File: config.mk
export PLATFORM = sky130hd
export DESIGN_NAME = phase_sweep_gen
export DESIGN_NICKNAME = d
export VERILOG_FILES = /design/src/rtl/phase_sweep_gen.sv
export SDC_FILE = /design/constraint.sdc
export NUM_CORES = 1
export LEC_CHECK = 0
export ABC_CLOCK_PERIOD_IN_PS = 3070
export BUFFER_PORTS_ARGS = -buffer_cell sky130_fd_sc_hd__buf_4
export CAP_MARGIN = 10
export CORE_ASPECT_RATIO = 1.2
export CORE_UTILIZATION = 61
export CTS_CLUSTER_DIAMETER = 30
export DETAILED_ROUTE_END_ITERATION = 8
export PLACE_DENSITY = 0.81
export SYNTH_ARGS = -nofsm -noshare
export SYNTH_HDL_FRONTEND = slang
export SYNTH_SLANG_ARGS = --single-unit
File: constraint.sdc
create_clock -name clk -period 3.07 [get_ports clk]
set_input_delay 0.1535 -clock clk [delete_from_list [all_inputs] [get_ports clk]]
set_output_delay 0.1535 -clock clk [all_outputs]
set_load 0.005 [all_outputs]
File: src/rtl/phase_sweep_gen.sv
// phase_sweep_gen
// Phase generator that feeds a downstream CORDIC. It produces either a fixed
// tone (constant tuning word) or a linear frequency sweep (the tuning word
// grows by a fixed step on every sample).
//
// Ports
//   clk           : single clock, rising edge
//   reset_n       : asynchronous active-low reset
//   enable        : clock enable shared with the CORDIC; all state freezes when low
//   start         : begin generation (only honoured in IDLE)
//   stop          : abort generation (wins over start and over completion)
//   i_mode        : 0 = fixed tone, 1 = linear sweep (sampled at start)
//   i_ftw_start   : initial frequency tuning word (sampled at start)
//   i_ftw_step    : per-sample tuning-word increment in sweep mode (sampled at start)
//   i_sweep_len   : number of sweep samples L (sampled at start)
//   o_phase       : registered phase, top PW bits of the accumulator
//   o_phase_valid : o_phase holds a valid sample
//   o_data_valid  : o_phase_valid delayed by NSTAGES enabled cycles
//   o_busy        : high while in TONE or SWEEP
//   o_done        : one-enabled-cycle pulse at normal sweep completion
module phase_sweep_gen #(
    parameter int PW      = 12,
    parameter int AW      = 32,
    parameter int NSTAGES = 11
) (
    input  logic          clk,
    input  logic          reset_n,
    input  logic          enable,
    input  logic          start,
    input  logic          stop,
    input  logic          i_mode,
    input  logic [AW-1:0] i_ftw_start,
    input  logic [AW-1:0] i_ftw_step,
    input  logic [15:0]   i_sweep_len,
    output logic [PW-1:0] o_phase,
    output logic          o_phase_valid,
    output logic          o_data_valid,
    output logic          o_busy,
    output logic          o_done
);

    typedef enum logic [1:0] {
        IDLE  = 2'd0,
        TONE  = 2'd1,
        SWEEP = 2'd2
    } state_t;

    state_t        state_reg;
    logic [AW-1:0] acc_reg;
    logic [AW-1:0] ftw_reg;
    logic [AW-1:0] step_reg;
    logic [15:0]   cnt_reg;
    logic [15:0]   len_reg;
    logic [PW-1:0] phase_reg;
    logic          valid_reg;
    logic          busy_reg;
    logic          done_reg;
    logic [NSTAGES-1:0] dly_reg;

    // Control FSM with registered outputs.
    // Sample 0 (phase 0) is emitted on the start edge itself. The accumulator
    // is then loaded with the first tuning word, so each later edge outputs
    // the running sum of all tuning words used so far.
    always_ff @(posedge clk or negedge reset_n) begin
        if (!reset_n) begin
            state_reg <= IDLE;
            acc_reg   <= '0;
            ftw_reg   <= '0;
            step_reg  <= '0;
            cnt_reg   <= '0;
            len_reg   <= '0;
            phase_reg <= '0;
            valid_reg <= 1'b0;
            busy_reg  <= 1'b0;
            done_reg  <= 1'b0;
        end else if (enable) begin
            done_reg <= 1'b0;
            case (state_reg)
                IDLE: begin
                    valid_reg <= 1'b0;
                    if (start && !stop) begin
                        if (i_mode && (i_sweep_len == 16'd0)) begin
                            // Empty sweep: completes immediately, nothing emitted.
                            done_reg <= 1'b1;
                        end else begin
                            step_reg  <= i_ftw_step;
                            len_reg   <= i_sweep_len;
                            acc_reg   <= i_ftw_start;
                            ftw_reg   <= i_ftw_start + i_ftw_step;
                            cnt_reg   <= 16'd1;
                            phase_reg <= '0;
                            valid_reg <= 1'b1;
                            busy_reg  <= 1'b1;
                            state_reg <= i_mode ? SWEEP : TONE;
                        end
                    end
                end
                TONE, SWEEP: begin
                    if (stop) begin
                        // Abort: no completion pulse.
                        valid_reg <= 1'b0;
                        busy_reg  <= 1'b0;
                        state_reg <= IDLE;
                    end else if ((state_reg == SWEEP) && (cnt_reg == len_reg)) begin
                        // All L samples already emitted; this edge only signals completion.
                        valid_reg <= 1'b0;
                        busy_reg  <= 1'b0;
                        done_reg  <= 1'b1;
                        state_reg <= IDLE;
                    end else begin
                        phase_reg <= acc_reg[AW-1 -: PW];
                        acc_reg   <= acc_reg + ftw_reg;
                        valid_reg <= 1'b1;
                        if (state_reg == SWEEP) begin
                            ftw_reg <= ftw_reg + step_reg;
                            cnt_reg <= cnt_reg + 16'd1;
                        end
                    end
                end
                default: begin
                    valid_reg <= 1'b0;
                    busy_reg  <= 1'b0;
                    state_reg <= IDLE;
                end
            endcase
        end
    end

    // Valid delay line matching the CORDIC pipeline depth; it advances only on
    // enabled edges so it stays aligned with the CORDIC data.
    always_ff @(posedge clk or negedge reset_n) begin
        if (!reset_n) begin
            dly_reg[0] <= 1'b0;
        end else if (enable) begin
            dly_reg[0] <= valid_reg;
        end
    end

    generate
        for (genvar gi = 1; gi < NSTAGES; gi++) begin : g_dly
            always_ff @(posedge clk or negedge reset_n) begin
                if (!reset_n) begin
                    dly_reg[gi] <= 1'b0;
                end else if (enable) begin
                    dly_reg[gi] <= dly_reg[gi-1];
                end
            end
        end
    endgenerate

    assign o_phase       = phase_reg;
    assign o_phase_valid = valid_reg;
    assign o_data_valid  = dly_reg[NSTAGES-1];
    assign o_busy        = busy_reg;
    assign o_done        = done_reg;

endmodule

Word level (Yosys, flattened, before mapping)

Index checks and enable logic that the tools add are counted.

Logic and storage cells: 90
Output and inout bits: 16
Register bits after elaboration: 156
Input port bits: 86

Bitwise logic cells: 1
Equality and inequality tests: 9
Multiplexer cells: 43
$add $sub $neg: 4
Reduce and logical (&&, ||, !) cells: 12

Operators by type and width:

| kind                    | number |
|---|---|
| $mux W32                | 9 |
| $pmux W32 S2            | 2 |
| $add A32 B32 Y32        | 3 |
| $mux W16                | 5 |
| $mux W12                | 4 |
| $pmux W16 S2            | 1 |
| $pmux W12 S2            | 1 |
| $add A16 B1 Y16 const B | 1 |
| $eq A16 B16 Y1          | 1 |
| $logic_not A16 Y1       | 1 |
| $mux W1                 | 12 |
| $mux W2                 | 5 |
| $ne A2 B2 Y1 const B    | 5 |
| $reduce_and A4 Y1       | 2 |
| $reduce_and A7 Y1       | 1 |
| $pmux W1 S2             | 3 |
| $reduce_and A6 Y1       | 1 |
| $pmux W2 S2             | 1 |
| $logic_and A1 B1 Y1     | 3 |
| $ne A3 B3 Y1 const B    | 1 |
| $eq A2 B1 Y1 const B    | 1 |
| $eq A2 B2 Y1 const B    | 1 |
| $logic_not A2 Y1        | 1 |
| $reduce_bool A2 Y1      | 1 |
| 3 further kinds         | 3 |

Longest topological paths before layout

Gate-level depths: netlist of the first run.

Depth in word-level cells: 5
Depth in mapped cells: 12
Mapped depth without buffers: 11

Worst setup path before layout of the first run

OpenSTA, ideal clock, no wires.

Path kind: register to register
From: register ftw_reg[0]
To: register ftw_reg[26]
Setup time: 104 ps
Path buffers: 0
Period minus slack after synthesis: 2,793 ps
Arrival: 2,689 ps
Required time: 2,966 ps
Cell stages (with the launch flop): 12
Slack: 277 ps
Cells stage by stage: dfrtp_1 ha_1 fa_1 a21o_1 a21oi_1 o211a_1 nor2_1 a31oi_1 o21ai_1 a41oi_1 xor2_1 a221oi_1

Word-level cells in the longest chain between the ends: 5

RTL lines:

| what                   | RTL line | RTL |
|---|---|---|
| start, declared        | 50       | `logic [AW-1:0] ftw_reg;` |
| start signal, assigned | 89       | `ftw_reg <= i_ftw_start + i_ftw_step;` |
| start signal, assigned | 115      | `ftw_reg <= ftw_reg + step_reg;` |
| $add A32 B32 Y32       | 115      |  |
| $mux W32               | 114      | `if (state_reg == SWEEP) begin` |
| $mux W32               | 104      | `end else if ((state_reg == SWEEP) && (cnt_reg == len_reg)) begin` |
| $mux W32               | 99       | `if (stop) begin` |
| $pmux W32 S2           | 78       | `case (state_reg)` |

Every way passes these cells. The select of a mux whose other input is x is not followed.
A chain may end at the register's enable or synchronous reset.

Final worst setup path of the first run

From: register ftw_reg[3]
To: register ftw_reg[27]

The elaborated chain is that of the path after synthesis.

==> reports/qor.csv, run 1 <==
metric,value,unit
Inserted Diodes,0,
Skew-Pair Late Insertion Delay,0.44,ns
CTS buffer count,17,
Pwr Total,16.4,mW
P_leak,6.45,nW
Rows,54,
Avg Inst Size Synth,9.17,um2
chip width,128,um
DRT met1 WL,13300,um
main flop type after synthesis,dfrtp_1,
die area,19600,um2
Crit path required time,3.42,ns
most frequent cells in the layout,"dfrtp_1, a21oi_1, buf_4",
largest net degree at the start of global routing,92,
Synthesis Warnings,0,
Synth Register Bits,156,
Post-synth EDFFs,0,
clk root buf,clkbuf_16,
buffers added on ports,101,
status,completed,
Final Hold Viols,0,
share of cells above drive strength 1,18.5,%
Routed wire per std cell,19.2,um
worst slew pin tran,0.870,ns
critical path startpoint category,flop,
Synth cell types,78,
DR WL met2,16000,um
final instance area,13900,um2
met3 wire len,1890,um
Total GRT Usage,33.8,%
Final GP Congestion,0.965,
Top Metal Used,met4,
area delta synth->final,20.1,%
Max Freq,337,MHz
mapped cell area,11600,um2
Peak VDD IR,0.739,mV
worst rel slew slack,42.0,%
IO Pins,102,
minimum clock period,2.97,ns
vias in the first global route,10401,
max_cap viols,0,
total number of vias,10615,
first-pass GRT wire length,52400,um
number of H-tree levels,4,
Post-Route WL,32200,um
initial antenna violation count,0,
ANT nets after route,0,
clock transition at the registers of the reported paths,0.07,ns
core area,18400,um2
CP Capture Type,flop,
R2R depth,10,
fillers,1291,
worst setup path class,reg -> reg,
"most common cell after layout, fill and taps aside",dfrtp_1,
layout net count,1598,
ys async rst share,100,%
starting density of the core,63.1,%
skew final,0.0106,ns
Worst Path Max Fanout,3,
drt first pass iters,6,
Gate Count Post-Synth,1264,
Max Slew Vio Count,0,
sequential share of the synthesized area,33.7,%
grt ovf,0,
fin crit share,96.8,%
Power Dens Cells,1180,nW/um2
Worst Path Arrival,3.32,ns
1st-iter DRT viols,806,
dpl hpwl,22900,um
die height,153,um
vias per std cell,6.33,
Synthesized Nets,1450,
Post-route DRC,0,
CTS Buffer Depth,2,
CTS tree,done,
clk sinks,156,
final setup violation count,0,
hold depth,2,
placed inst area,12700,um2
HP Class,in -> reg,
-- cells in the mapped netlist (4+ instances only) --
| cell | instances | area (um2) |
|---|---|---|
| mux2i_1 | 27 | 270 |
| ha_1 | 97 | 1210 |
| and2_1 | 12 | 75.1 |
| nor4_1 | 7 | 43.8 |
| a21oi_1 | 136 | 681 |
| a22o_1 | 13 | 114 |
| nor2b_1 | 10 | 62.6 |
| nand2b_1 | 9 | 56.3 |
| o21a_1 | 14 | 105 |
| o31ai_1 | 9 | 67.6 |
| dfrtp_1 | 156 | 3900 |
| or3_1 | 10 | 62.6 |
| o221ai_1 | 7 | 61.3 |
| a2bb2oi_1 | 5 | 43.8 |
| o21bai_1 | 19 | 143 |
| a211oi_1 | 10 | 75.1 |
| nand3_1 | 25 | 125 |
| o21ai_0 | 93 | 465 |
| clkbuf_1 | 35 | 131 |
| mux2_2 | 60 | 676 |
| nand2_1 | 110 | 413 |
| o211ai_1 | 13 | 97.6 |
| a32o_1 | 4 | 40.0 |
| inv_1 | 24 | 90.1 |
| xor2_1 | 39 | 342 |
| buf_2 | 13 | 65.1 |
| and3_1 | 27 | 169 |
| o21ai_1 | 5 | 25.0 |
| a21o_1 | 44 | 330 |
| nor3_1 | 9 | 45.0 |
| a31oi_1 | 9 | 56.3 |
| nand4_1 | 16 | 100 |
| nor2_1 | 71 | 267 |
| xnor2_1 | 55 | 482 |
| o31a_1 | 4 | 35.0 |
-- path summary, 6_finish.rpt --
kind                               startpoint     endpoint  slack (ns)
min in group asynchronous             reset_n   acc_reg[6]        0.39
worst max-delay path               ftw_reg[3]  ftw_reg[27]         0.1
worst min-delay path            i_ftw_step[1]  step_reg[1]        0.01
max in group asynchronous             reset_n   cnt_reg[2]        1.83
worst min register to register     acc_reg[9]   acc_reg[9]        0.50
worst max register to register     ftw_reg[3]  ftw_reg[27]         0.1
-- metrics by stage --
step / std cells / worst slack [ns] / hold WS (ns) / util (%) / TNS, ns
4_1_cts: 1674 / 0.00782 / 0.0000742 / 75.3 / 0
3_3_place_gp: 1594 / 0.0284 / 0.300 / 69.3 / 0
3_5_place_dp: 1594 / -0.0147 / 0.306 / 69.3 / -0.0147
5_1_grt: 1676 / -0.0453 / 0.00408 / 75.8 / -0.114
6_report: 1676 / 0.0994 / 0.0110 / 75.8 / 0
2_1_floorplan: 1264 / 0.277 / -0.142 / - / 0
-- cells by family after synthesis --
kind of cell               Yosys count  synth area share, %
DFF                                156                 33.7
buffers and inverters               76                 2.67
and+or+nand+nor                    326                 13.8
adders and majority gates          100                 11.0
AOI/OAI and AO/OA                  425                 23.6
xor gates and xnor gates            94                 7.10
muxes                               87                 8.16
-- report_power, final --
group / internal [mW] / leakage [nW] / switching, mW
sequential: 2.96 / 1.92 / 0.778
combinational: 4.54 / 4.24 / 5.85
clock: 1.30 / 0.285 / 0.962
-- layer usage --
metal,vias up,track usage (%)
met5,-,0
met4,0,11.7
met3,104,4.97
met2,447,57.5
met1,5080,43.9
li1,4984,-
-- layout make-up --
| cell class | instances | area (um2) | share of cell area (%) |
|---|---|---|---|
| Clock inverter | 13 | 180 | 1.29 |
| Tap cell | 252 | 315 | 2.26 |
| Inverter | 24 | 90.1 | 0.647 |
| Timing Repair Buffer | 181 | 1540 | 11.0 |
| Clock buffer | 18 | 429 | 3.08 |
| Multi-Input combinational cell | 1032 | 7480 | 53.7 |
| Sequential cell | 156 | 3910 | 28.0 |
-- critical path, cell delays in order, from the launching register on --
cell and delay [ns]:
dfrtp_1 0.42, ha_1 0.41, o211ai_1 0.15, o211ai_1 0.27, nand4_1 0.21, and2_1 0.23, o31a_1 0.34, o21ai_1 0.31
a221oi_1 0.15, xor2_1 0.18, a221oi_2 0.22
-- timing repair --
item | in CTS | in global routing
hold endpoints to repair | 137 | 0
setup endpoints to repair | 0 | 21
gates resized for setup | 0 | 20
setup buffers | 0 | 2
hold buffers | 49 | 0
(Power assumes the default switching activity.)
==> run 2, diff against run 1 <==
==> config.mk (replaced) <==
export PLATFORM = sky130hd
export DESIGN_NAME = phase_sweep_gen
export DESIGN_NICKNAME = d
export VERILOG_FILES = /design/src/rtl/phase_sweep_gen.sv
export SDC_FILE = /design/constraint.sdc
export NUM_CORES = 1
export LEC_CHECK = 0
export ABC_CLOCK_PERIOD_IN_PS = 3600
export BUFFER_PORTS_ARGS = -buffer_cell sky130_fd_sc_hd__buf_4
export CAP_MARGIN = 10
export CORE_ASPECT_RATIO = 0.75
export CORE_UTILIZATION = 66
export CTS_CLUSTER_DIAMETER = 30
export DETAILED_ROUTE_END_ITERATION = 8
export MAX_ROUTING_LAYER = met4
export PLACE_DENSITY = 0.87
export SYNTH_ARGS = -nofsm -noshare
export SYNTH_HDL_FRONTEND = slang
export SYNTH_SLANG_ARGS = --single-unit
==> constraint.sdc (replaced) <==
create_clock -name clk -period 3.6 [get_ports clk]
set_input_delay 0.18 -clock clk [delete_from_list [all_inputs] [get_ports clk]]
set_output_delay 0.18 -clock clk [all_outputs]
set_load 0.005 [all_outputs]
==> run 2 against run 1 <==
- routed wire length is 3.8% higher
- combinational power is 19% lower
- global-route usage is 5.5 points higher
- register-to-register slack better by 0.14 ns
- critical path type unchanged
- first-iteration DRC count is 47% higher
- largest power group unchanged
- largest cell class unchanged
==> reports/qor.csv, run 2 (synthesized netlist as in run 1, its figures left out) <==
metric,value,unit,change
status,completed,,unchanged
Peak VDD IR,0.516,mV,was 0.739 mV
ANT nets after route,0,,unchanged
HP Class,in -> reg,,unchanged
drt first pass iters,5,,was 6
1st-iter DRT viols,1185,,was 806
Worst Path Arrival,3.67,ns,was 3.32 ns
minimum clock period,3.36,ns,was 2.97 ns
worst rel slew slack,39.4,%,was 42.0%
Comb power frac,62.2,%,was 63.4%
RSZ-0062 raised after global routing,no,,
CTS tree,done,,unchanged
Hold WS,0.00657,ns,was 0.0110 ns
dpl hpwl,24400,um,was 22900 um
share of cells above drive strength 1,16.4,%,was 18.5%
Sw Share,47.0,%,was 46.3%
Max Slew Vio Count,0,,unchanged
dpl cells,1560,,was 1594
Crit path required time,3.91,ns,was 3.42 ns
skew final,0.0128,ns,was 0.0106 ns
die area,18100,um2,was 19600 um2
P_leak,6.28,nW,was 6.45 nW
post-CTS setup buffer count,0,,unchanged
fin cells,1627,,was 1676
placed inst area,12600,um2,was 12700 um2
Post-Route WL,33500,um,was 32200 um
Flop pwr share,24.2,%,was 22.8%
final instance area,13500,um2,was 13900 um2
core area,17000,um2,was 18400 um2
"most common cell after layout, fill and taps aside",dfrtp_1,,unchanged
Final Hold Viols,0,,unchanged
final setup violation count,0,,unchanged
slowest CP cell,a311o_1,,was dfrtp_1
CTS buffer count,17,,unchanged
grt ovf,0,,unchanged
worst slew pin tran,0.910,ns,was 0.870 ns
chip width,155,um,was 128 um
first-pass GRT wire length,53000,um,was 52400 um
Pwr Total,13.5,mW,was 16.4 mW
CTS Buffer Depth,2,,unchanged
largest net degree at the start of global routing,86,,was 92
crit-path cells,ha_1 > fa_1 > a21oi_1 > o221ai_1 > a211oi_2 > o21ai_2 > a311o_1 > a21oi_1 > o21ai_0 > xnor2_1 > o21ai_0,,was ha_1 > o211ai_1 > o211ai_1 > nand4_1 > and2_1 > o31a_1 > o21ai_1 > a221oi_1 > xor2_1 > a221oi_2
Layout Utilization,79.6,%,was 75.8%
Post-route DRC,0,,unchanged
Skew-Pair Late Insertion Delay,0.44,ns,about the same
Place WS,0.373,ns,was -0.0147 ns
clk sinks,156,,unchanged
starting density of the core,68.3,%,was 63.1%
Power Dens Cells,1000,nW/um2,was 1180 nW/um2
IO Pins,102,,unchanged
Inserted Diodes,0,,unchanged
Final GP Congestion,0.927,,was 0.965
# resized after CTS,0,,unchanged
vias per std cell,6.45,,was 6.33
Total GRT Usage,39.3,%,was 33.8%
die height,117,um,was 153 um
clock share of power,13.6,%,was 13.8%
CP Capture Type,flop,,unchanged
fillers,1146,,was 1291
critical path startpoint category,flop,,unchanged
layout net count,1565,,was 1598
CTS Hold Bufs,36,,was 49
sw power,6.37,mW,was 7.59 mW
vias in the first global route,9834,,was 10401
worst setup path class,reg -> reg,,unchanged
slack of the critical path,0.244,ns,was 0.0994 ns
Max stage delay on crit path,0.42,ns,about the same
setup_tns,0,ns,unchanged
number of H-tree levels,4,,unchanged
Worst Path Max Fanout,4,,was 3
buffers added on ports,101,,unchanged
fin crit share,93.2,%,was 96.8%
Routed wire per std cell,20.6,um,was 19.2 um
Int Power,7.17,mW,was 8.80 mW
Max Freq,298,MHz,was 337 MHz
initial antenna violation count,0,,unchanged
total number of vias,10490,,was 10615
Rows,41,,was 54
clk root buf,clkbuf_16,,unchanged
area delta synth->final,16.6,%,was 20.1%
clock transition at the registers of the reported paths,0.07,ns,about the same
most frequent cells in the layout,"dfrtp_1, a21oi_1, nand2_1",,"was dfrtp_1, a21oi_1, buf_4"
max_cap viols,0,,unchanged
## run 2: cell count changes in the layout (fill, tap and decap cells not counted), moves of 2 or more
cell	previous run	this run
dlygate4sd3_1	49	36
fa_1	1	3
a21oi_1	130	136
a211oi_1	8	10
inv_8	3	1
clkinv_4	0	3
buf_4	127	108
a211oi_2	3	1
a21oi_2	5	0
fa_2	2	0
## run 2: area by class of cell
cell class                      instances  area [um2]  area share, %
Clock buffer                           17         425           3.15
Clock inverter                         14         163           1.20
Inverter                               24        90.1          0.666
Multi-Input combinational cell       1032        7400           54.7
Sequential cell                       156        3900           28.9
Tap cell                              236         295           2.18
Timing Repair Buffer                  148        1240           9.19
## run 2: metal layers
layer,track usage [%],wire (um)
met2,56.1,14100
met1,55.9,15000
met3,11.9,4090
met4,5.81,284
met5,-,0
## run 2: worst paths after layout
check,start,slack [ns],endpoint,cells after the start
max,ftw_reg[0],0.24,acc_reg[26],11
min reg2reg,o_busy,0.49,o_busy,2
max in group asynchronous,reset_n,2.53,acc_reg[1],3
min in group asynchronous,reset_n,0.23,step_reg[11],2
max reg2reg,ftw_reg[0],0.24,acc_reg[26],11
min,i_ftw_step[31],0.007,step_reg[31],2
## run 2: power by group through the flow
stage	logic (mW)	clock network, mW	registers, mW
after floorplan	6.40	0	2.95
final	8.42	1.84	3.28
after global routing	9.24	1.92	3.34
after CTS	8.24	1.85	3.23
after global placement	7.94	0	3.21
after detailed placement	8.11	0	3.25
## run 2: worst max-delay path, delay by kind of cell (launching register included)
kind / cells / cell delay [ns]
xor gates and xnor gates: 1 / 0.18
adders and majority gates: 2 / 0.64
DFF: 1 / 0.41
AOI/OAI and AO/OA: 8 / 2.00
==> run 3, diff against run 2 <==
--- a/config.mk
+++ b/config.mk
@@ -12,7 +12,6 @@
 export CORE_UTILIZATION = 66
 export CTS_CLUSTER_DIAMETER = 30
 export DETAILED_ROUTE_END_ITERATION = 8
-export MAX_ROUTING_LAYER = met4
 export PLACE_DENSITY = 0.87
 export SYNTH_ARGS = -nofsm -noshare
 export SYNTH_HDL_FRONTEND = slang
==> run 3 against run 2 <==
- register-to-register slack better by 0.07 ns
- sequential power about the same
- critical path depth unchanged
- largest cell class unchanged
- worst hold slack better by 0.00051 ns
- sequential share of layout area about the same
- die area unchanged
- fmax up 2.2%
- non-clock buffer count up 1
- global-route usage down 1.4 points
- via count up 0.75%
==> reports/qor.csv, run 3 (synthesized netlist as in run 1, its figures left out) <==
metric,value,unit,change
Worst Path Max Fanout,4,,unchanged
Total GRT Usage,37.9,%,was 39.3%
skew final,0.0168,ns,was 0.0128 ns
final setup violation count,0,,unchanged
Final GP Congestion,0.920,,was 0.927
layout net count,1566,,was 1565
1st-iter DRT viols,1115,,was 1185
Buf/Inv on CP,0,,unchanged
status,completed,,unchanged
internal reg-to-reg setup slack,0.32,ns,was 0.24 ns
end of the worst register-to-register path,ftw_reg[26],,was acc_reg[26]
area delta synth->final,16.6,%,about the same
min-delay src,i_sweep_len[10],,was i_ftw_step[31]
Worst Setup EP,ftw_reg[26],,was acc_reg[26]
largest net degree at the start of global routing,108,,was 86
Worst Path Arrival,3.62,ns,was 3.67 ns
first-pass GRT wire length,52700,um,was 53000 um
Rows,41,,unchanged
DR WL met2,13900,um,was 14100 um
Final Hold Viols,0,,unchanged
# resized after CTS,0,,unchanged
R2R depth,11,,unchanged
crit-path cells,ha_1 > fa_1 > a21o_1 > a21oi_1 > o211a_1 > nor2_1 > a31oi_1 > o21ai_1 > a41oi_1 > xor2_1 > a221oi_1,,was ha_1 > fa_1 > a21oi_1 > o221ai_1 > a211oi_2 > o21ai_2 > a311o_1 > a21oi_1 > o21ai_0 > xnor2_1 > o21ai_0
clock transition at the registers of the reported paths,0.07,ns,about the same
clk sinks,156,,unchanged
P_leak,6.28,nW,about the same
worst rel slew slack,38.7,%,was 39.4%
Crit path required time,3.93,ns,was 3.91 ns
critical path startpoint category,flop,,unchanged
vias per std cell,6.49,,was 6.45
slowest CP cell,fa_1,,was a311o_1
WP depth,11,,unchanged
HP Class,in -> reg,,unchanged
die height,117,um,unchanged
drt first pass iters,5,,unchanged
dpl hpwl,24200,um,was 24400 um
Peak VDD IR,0.751,mV,was 0.516 mV
Max Freq,305,MHz,was 298 MHz
DRT met1 WL,14800,um,was 15000 um
Post-Route WL,33600,um,was 33500 um
core area,17000,um2,unchanged
Crit path max-delay family,compound AO/OA/AOI/OAI gates,,unchanged
IO Pins,102,,unchanged
initial antenna violation count,0,,unchanged
minimum clock period,3.28,ns,was 3.36 ns
starting density of the core,68.3,%,unchanged
number of H-tree levels,4,,unchanged
RSZ-0062 raised after global routing,no,,unchanged
"most common cell after layout, fill and taps aside",dfrtp_1,,unchanged
met3 wire len,4420,um,was 4090 um
dpl cells,1559,,was 1560
worst setup path start,ftw_reg[0],,unchanged
fin cells,1629,,was 1627
fin crit share,91.2,%,was 93.2%
share of cells above drive strength 1,16.4,%,about the same
chip width,155,um,unchanged
Max stage delay on crit path,0.42,ns,about the same
Power Dens Cells,1000,nW/um2,about the same
Post-route DRC,0,,unchanged
CTS tree,done,,unchanged
ANT nets after route,0,,unchanged
worst slew pin tran,0.920,ns,was 0.910 ns
CP Capture Type,flop,,unchanged
CTS buffer count,17,,unchanged
Critical R2R Launch,ftw_reg[0],,unchanged
die area,18100,um2,unchanged
CTS Buffer Depth,2,,unchanged
Skew-Pair Late Insertion Delay,0.44,ns,about the same
Top Metal Used,met4,,unchanged
Routed wire per std cell,20.6,um,about the same
max_cap viols,0,,unchanged
most frequent cells in the layout,"dfrtp_1, a21oi_1, nand2_1",,unchanged
worst setup path class,reg -> reg,,unchanged
Inserted Diodes,0,,unchanged
vias in the first global route,9894,,was 9834
Max Slew Vio Count,0,,unchanged
total number of vias,10569,,was 10490
buffers added on ports,101,,unchanged
clk root buf,clkbuf_16,,unchanged
setup_tns,0,ns,unchanged
grt ovf,0,,unchanged
run 3: changes by cell type in the layout (fill, tap and decap cells not counted), sizes merged:
cell,before,now
clkinv,3,2
bufinv,2,1
dlygate4sd3,36,38
inv,29,32
buf,112,111
run 3: cell type report:
| type | count | area, um2 |
|---|---|---|
| sequential | 156 | 3900 |
| timing repair buffer | 149 | 1250 |
| inverter | 24 | 90.1 |
| clock inverter | 15 | 153 |
| clock buffer | 17 | 425 |
| fill | 1131 | 3460 |
| tap | 236 | 295 |
| multi-input combinational | 1032 | 7400 |
run 3: how the worst min path moves through the flow:
stage,cells past startpoint,slack [ns],endpoint
final,2,0.007,len_reg[10]
after CTS,2,0.0003,len_reg[10]
after global routing,2,0.004,len_reg[10]
after floorplan,0,-0.12,acc_reg[0]
after global placement,1,0.15,step_reg[11]
after detailed placement,1,0.15,step_reg[11]
run 3: worst register-to-register path, cell delays in order, from the launching register on:
cell and delay [ns]:
dfrtp_1 0.41, ha_1 0.25, fa_1 0.42, a21o_1 0.20
a21oi_1 0.29, o211a_1 0.29, nor2_1 0.09, a31oi_1 0.37
o21ai_1 0.24, a41oi_1 0.28, xor2_1 0.09, a221oi_1 0.25
run 3: timing repair:
| action | in CTS | in global routing |
|---|---|---|
| setup buffers | 0 | 0 |
| hold buffers | 38 | 0 |
| endpoints found under the hold margin | 86 | 0 |
run 3: metal layers:
metal / vias up / track usage, %
li1: 4906 / -
met1: 5058 / 56.2
met2: 558 / 54.1
met3: 47 / 11.1
met4: 0 / 9.17
met5: - / 0
run 3: power breakdown:
| group | leakage, nW | total, mW | switching, mW | internal (mW) |
|---|---|---|---|---|
| Clock | 0.272 | 1.80 | 0.828 | 0.975 |
| Combinational | 4.09 | 8.50 | 4.88 | 3.62 |
| Sequential | 1.92 | 3.28 | 0.760 | 2.52 |
run 3: through the flow:
| stage | setup slack [ns] | util [%] | cell area [um2] | power (mW) | hold slack, ns |
|---|---|---|---|---|---|
| floorplan | 0.807 | - | 11600 | 9.35 | -0.116 |
| global placement | 0.501 | 74.0 | 12600 | 11.1 | 0.153 |
| detailed placement | 0.446 | 74.0 | 12600 | 11.4 | 0.150 |
| CTS | 0.372 | 79.6 | 13500 | 13.3 | 0.000301 |
| global route | 0.116 | 79.6 | 13500 | 14.5 | 0.00450 |
| finish | 0.316 | 79.6 | 13500 | 13.6 | 0.00708 |
